File: src/rtl/m_shift_sched.sv
// Two-requester round-robin scheduler feeding a shared parallel-load, LSB-first
// serial shifter, with valid/first-bit framing and a programmable post-frame idle gap.
module m_shift_sched #(
  parameter int WIDTH = 4,
  parameter int GAP   = 1
) (
  input  logic             w_clk,
  input  logic             w_rst_n,
  input  logic             w_req0,
  input  logic [WIDTH-1:0] w_data0,
  input  logic             w_req1,
  input  logic [WIDTH-1:0] w_data1,
  output logic             w_gnt0,
  output logic             w_gnt1,
  output logic             w_sout,
  output logic             w_sval,
  output logic             w_sfirst,
  output logic             w_owner,
  output logic             w_busy
);

  localparam int CW = $clog2(WIDTH);
  localparam logic [CW-1:0] BIT_LAST = CW'(WIDTH - 1);
  localparam logic [3:0]    GAP_LAST = (GAP > 0) ? 4'(GAP - 1) : 4'd0;

  typedef enum logic [1:0] {S_IDLE, S_SHIFT, S_GAP} state_t;

  state_t           state, state_nxt;
  logic [WIDTH-1:0] sreg;
  logic [CW-1:0]    bit_cnt;
  logic [3:0]       gap_cnt;
  logic             last, owner, gnt0, gnt1;
  logic             accept, pick1;

  always_ff @(posedge w_clk or negedge w_rst_n) begin
    if (!w_rst_n) state <= S_IDLE;
    else          state <= state_nxt;
  end

  // On contention, the requester that was not granted last time wins.
  always_comb begin
    state_nxt = state;
    accept    = 1'b0;
    pick1     = 1'b0;
    case (state)
      S_IDLE: begin
        if (w_req0 || w_req1) begin
          accept    = 1'b1;
          pick1     = w_req1 && (!w_req0 || !last);
          state_nxt = S_SHIFT;
        end
      end
      S_SHIFT: begin
        if (bit_cnt == BIT_LAST) state_nxt = (GAP > 0) ? S_GAP : S_IDLE;
      end
      S_GAP: begin
        if (gap_cnt == GAP_LAST) state_nxt = S_IDLE;
      end
      default: state_nxt = S_IDLE;
    endcase
  end

  always_ff @(posedge w_clk or negedge w_rst_n) begin
    if (!w_rst_n) begin
      sreg    <= '0;
      bit_cnt <= '0;
      gap_cnt <= '0;
      last    <= 1'b1;
      owner   <= 1'b0;
      gnt0    <= 1'b0;
      gnt1    <= 1'b0;
    end else begin
      gnt0 <= accept && !pick1;
      gnt1 <= accept && pick1;
      case (state)
        S_IDLE: begin
          if (accept) begin
            sreg    <= pick1 ? w_data1 : w_data0;
            owner   <= pick1;
            last    <= pick1;
            bit_cnt <= '0;
            gap_cnt <= '0;
          end
        end
        S_SHIFT: begin
          sreg    <= {1'b0, sreg[WIDTH-1:1]};
          gap_cnt <= '0;
          if (bit_cnt != BIT_LAST) bit_cnt <= bit_cnt + CW'(1);
        end
        S_GAP: begin
          if (gap_cnt != GAP_LAST) gap_cnt <= gap_cnt + 4'd1;
        end
        default: ;
      endcase
    end
  end

  assign w_gnt0   = gnt0;
  assign w_gnt1   = gnt1;
  assign w_sval   = (state == S_SHIFT);
  assign w_busy   = (state != S_IDLE);
  assign w_sout   = w_sval && sreg[0];
  assign w_sfirst = w_sval && (bit_cnt == '0);
  assign w_owner  = w_sval && owner;

endmodule

File: config.mk
export PLATFORM = sky130hd
export DESIGN_NAME = m_shift_sched
export DESIGN_NICKNAME = d
export VERILOG_FILES = /design/src/rtl/m_shift_sched.sv
export SDC_FILE = /design/constraint.sdc
export NUM_CORES = 1
export LEC_CHECK = 0
export CAP_MARGIN = 20
export CORE_MARGIN = 2
export CORE_UTILIZATION = 51
export CTS_BUF_LIST = sky130_fd_sc_hd__clkbuf_8
export DETAILED_ROUTE_END_ITERATION = 7
export GPL_TIMING_DRIVEN = 0
export PLACE_DENSITY = 0.8
export SYNTH_ARGS = -nofsm -noshare
export SYNTH_HDL_FRONTEND = slang
export SYNTH_SLANG_ARGS = --single-unit
File: constraint.sdc
create_clock -name w_clk -period 1.4 [get_ports w_clk]
set_input_delay 0.42 -clock w_clk [delete_from_list [all_inputs] [get_ports w_clk]]
set_output_delay 0.42 -clock w_clk [all_outputs]
set_load 0.005 [all_outputs]
==> results.py <==
metrics = {
    "placement": {
        "dp_cells": 119,
        "dp_slack_ps": -560,
        "io_buffers": 18,
        "placedInstanceArea_um2": 1070,
        "place.gp.congestion": 0.748,
        "hpwl_um": 1320,
    },
    "routing": {
        "first_pass_iters": 4,
        "drtAntennaViolNets": 0,
        "post-route-drc-count": 0,
        "vias": 788,
        "drt-total-wl_um": 2380,
        "vias_per_cell": 5.84,
        "routedWlPerCell_um": 17.7,
        "drt_iter0_markers": 8,
    },
    "timing": {
        "holdWs_ps": 553,
        "maxSlewViolCount": 0,
        "fmax_mhz": 632,
        "skew_ps": 2.66,
        "setup_tns_ps": -916,
        "report.final.hold_viol_count": 0,
        "rsz0062_at_grt": "yes",
        "tightest_slew_ps": 752,
        "fin_crit_ps": 1580,
        "worst_slack_ps": -183,
        "period_share_pct": 113,
        "setup_viol": 6,
        "slew_headroom_pct": 49.7,
    },
    "critical_path": {
        "path_delay_family": "flip-flops",
        "start_kind": "flop",
        "critPathMaxStageDelay_ps": 420,
        "required_ps": 980,
        "path_buf_inv": 3,
        "cp_max_fo": 4,
        "end_kind": "primary output",
        "r2r_setup_slack_ps": -120,
        "worstSetupPathType": "flop to primary output",
        "crit_arrival_ps": 1160,
        "worst_path_most_repeated_cell": "buf_6",
        "path_cells": "buf_6 -> nand2b_4 -> inv_4 -> and2_4 -> buf_6",
        "cp_slowest_cell": "dfrtp_2",
    },
    "yosys": {
        "synth_edf_count": 0,
        "muxShareOfSynthArea_pct": 3.46,
        "syn_area_um2": 867,
        "syn-num-nets": 101,
        "synth-simple-area-share_pct": 20.8,
        "synth_top_cell_by_area": "dfrtp_1",
        "yosysUniqueCellTypes": 37,
        "avgSynthCellArea_um2": 10.2,
        "async_flop_share_pct": 100,
        "synth_top_area_share_pct": 43.3,
        "yosysWarnings": 0,
        "synth_area_leaders": "dfrtp_1 43%, ha_1 5.8%, inv_1 3.9%",
        "syn_inst": 85,
        "ys_ff_latch": 16,
        "synth_fa_ha_area_share_pct": 5.77,
        "synth_xor_area_share_pct": 0,
        "synth_ff_type": "dfrtp_1",
        "synth_top_family_by_area": "simple AND/OR/NAND/NOR gates",
        "synth_compound_area_share_pct": 18.9,
        "synth_seq_area_share_pct": 46.3,
    },
    "global_route": {
        "grt_pass1_vias": 809,
        "grt_max_degree": 17,
        "grt_overflow": 0,
        "grt_use_total_pct": 26.8,
        "antenna_found_initial": 0,
        "grt_pass1_wl_um": 3790,
    },
    "pwr": {
        "leakage_nw": 0.629,
        "power_density_nw_per_um2": 1920,
        "peakVddDrop_mv": 1.27,
    },
    "floorplanning": {
        "core_area_um2": 1540,
        "die_x_um": 45.2,
        "die_h_um": 45.2,
        "io_pins": 19,
        "initial_utilization_pct": 56.3,
        "die_area_um2": 2050,
        "core.rowCount": 14,
    },
    "cells_and_area": {
        "final_common_cell": "dfrtp_1",
        "syn_to_final_growth_pct": 50.4,
        "fillCellCount": 76,
        "drive_gt1_share_pct": 37.8,
        "nets": 136,
        "final_area_um2": 1300,
        "antennaDiodeCount": 0,
        "fin_cells": 135,
        "mostFrequentLayoutCells": "14 x dfrtp_1, 9 x clkdlybuf4s50_1, 9 x buf_6",
    },
    "job": {
        "drv_cap": 0,
    },
    "clock_tree": {
        "cts_num_sinks": 16,
        "numCtsBuffers": 3,
        "clock_latency_ps": 260,
        "clockBufferDepth": 2,
        "htree_levels": 1,
        "path_clk_slew_ps": 70,
        "cts_tree": "built",
        "root_buffer": "clkbuf_8",
    },
    "status": {
        "outcome": "finished with violations",
        "violations": "negative setup slack",
    },
    "hold_path": {
        "hold_path.class": "flop to flop",
    },
}
[layout make-up]
type | count | area (um2) | share of cell area, %
multi-input combinational | 59 | 508 | 39.0
sequential | 16 | 403 | 30.9
timing repair buffer | 31 | 292 | 22.4
clock buffer | 3 | 41.3 | 3.17
inverter | 9 | 36.3 | 2.78
tap | 16 | 20.0 | 1.54
clock inverter | 1 | 3.75 | 0.288
[final timing paths]
check,startpoint,endpoint,cells after the start
max reg2reg,state[0],gap_cnt[3],5
min,last,last,2
min in group asynchronous,w_rst_n,gap_cnt[0],1
max in group asynchronous,w_rst_n,state[0],1
min reg2reg,last,last,2
max,state[0],w_owner,5
[where the power goes]
| group | switching [mW] | internal [mW] | total, mW |
|---|---|---|---|
| Sequential | 0.106 | 0.628 | 0.733 |
| Combinational | 0.626 | 0.772 | 1.40 |
| Clock | 0.172 | 0.195 | 0.367 |
[stage by stage]
stage	utilization [%]	power, mW
final	84.6	2.50
after global routing	84.6	2.63
after CTS	79.5	2.28
after detailed placement	69.2	1.60
after global placement	69.2	1.58
after floorplan	-	1.23
[metal layers]
layer	routed length (um)	GRT usage, %
met5	0	0
met4	103	16.5
met3	139	6.00
met2	1180	42.9
met1	964	32.6
[state kept, by name (all words and copies together) (netlist names)]
| name | cells |
|---|---|
| gap_cnt | 4 |
| sreg | 4 |
| bit_cnt | 2 |
| state | 2 |
| last | 1 |
| owner | 1 |
| w_gnt0 | 1 |
| w_gnt1 | 1 |
[what timing repair did]
action	CTS	global route
setup buffers	10	3
setup endpoints to repair	16	13
pin swaps	4	3
resized for setup	43	14
hold buffers	0	0
cloned	0	0
[synth_stat cells (2+ instances only)]
cell       instances
and2_1             2
o21ai_0            3
nand2b_1           4
inv_1              9
a22o_1             2
ha_1               4
o2bb2ai_1          2
nor3_1             3
a221oi_1           3
mux2i_1            3
nor2_1             8
dfrtp_1           15
nand3_1            3
[worst min-delay path: stages, from the launching register on]
cell and delay [ps]:
dfstp_2 390, a21oi_1 110, a31oi_1 50
[cell families (layout without fill, tap and decap cells)]
kind of cell | after synthesis | count (layout)
buffers and inverters | 10 | 44
AOI/OAI and AO/OA | 20 | 20
DFF | 16 | 16
and+or+nand+nor | 32 | 32
adders and majority gates | 4 | 4
muxes | 3 | 3
(Power assumes the default switching activity.)
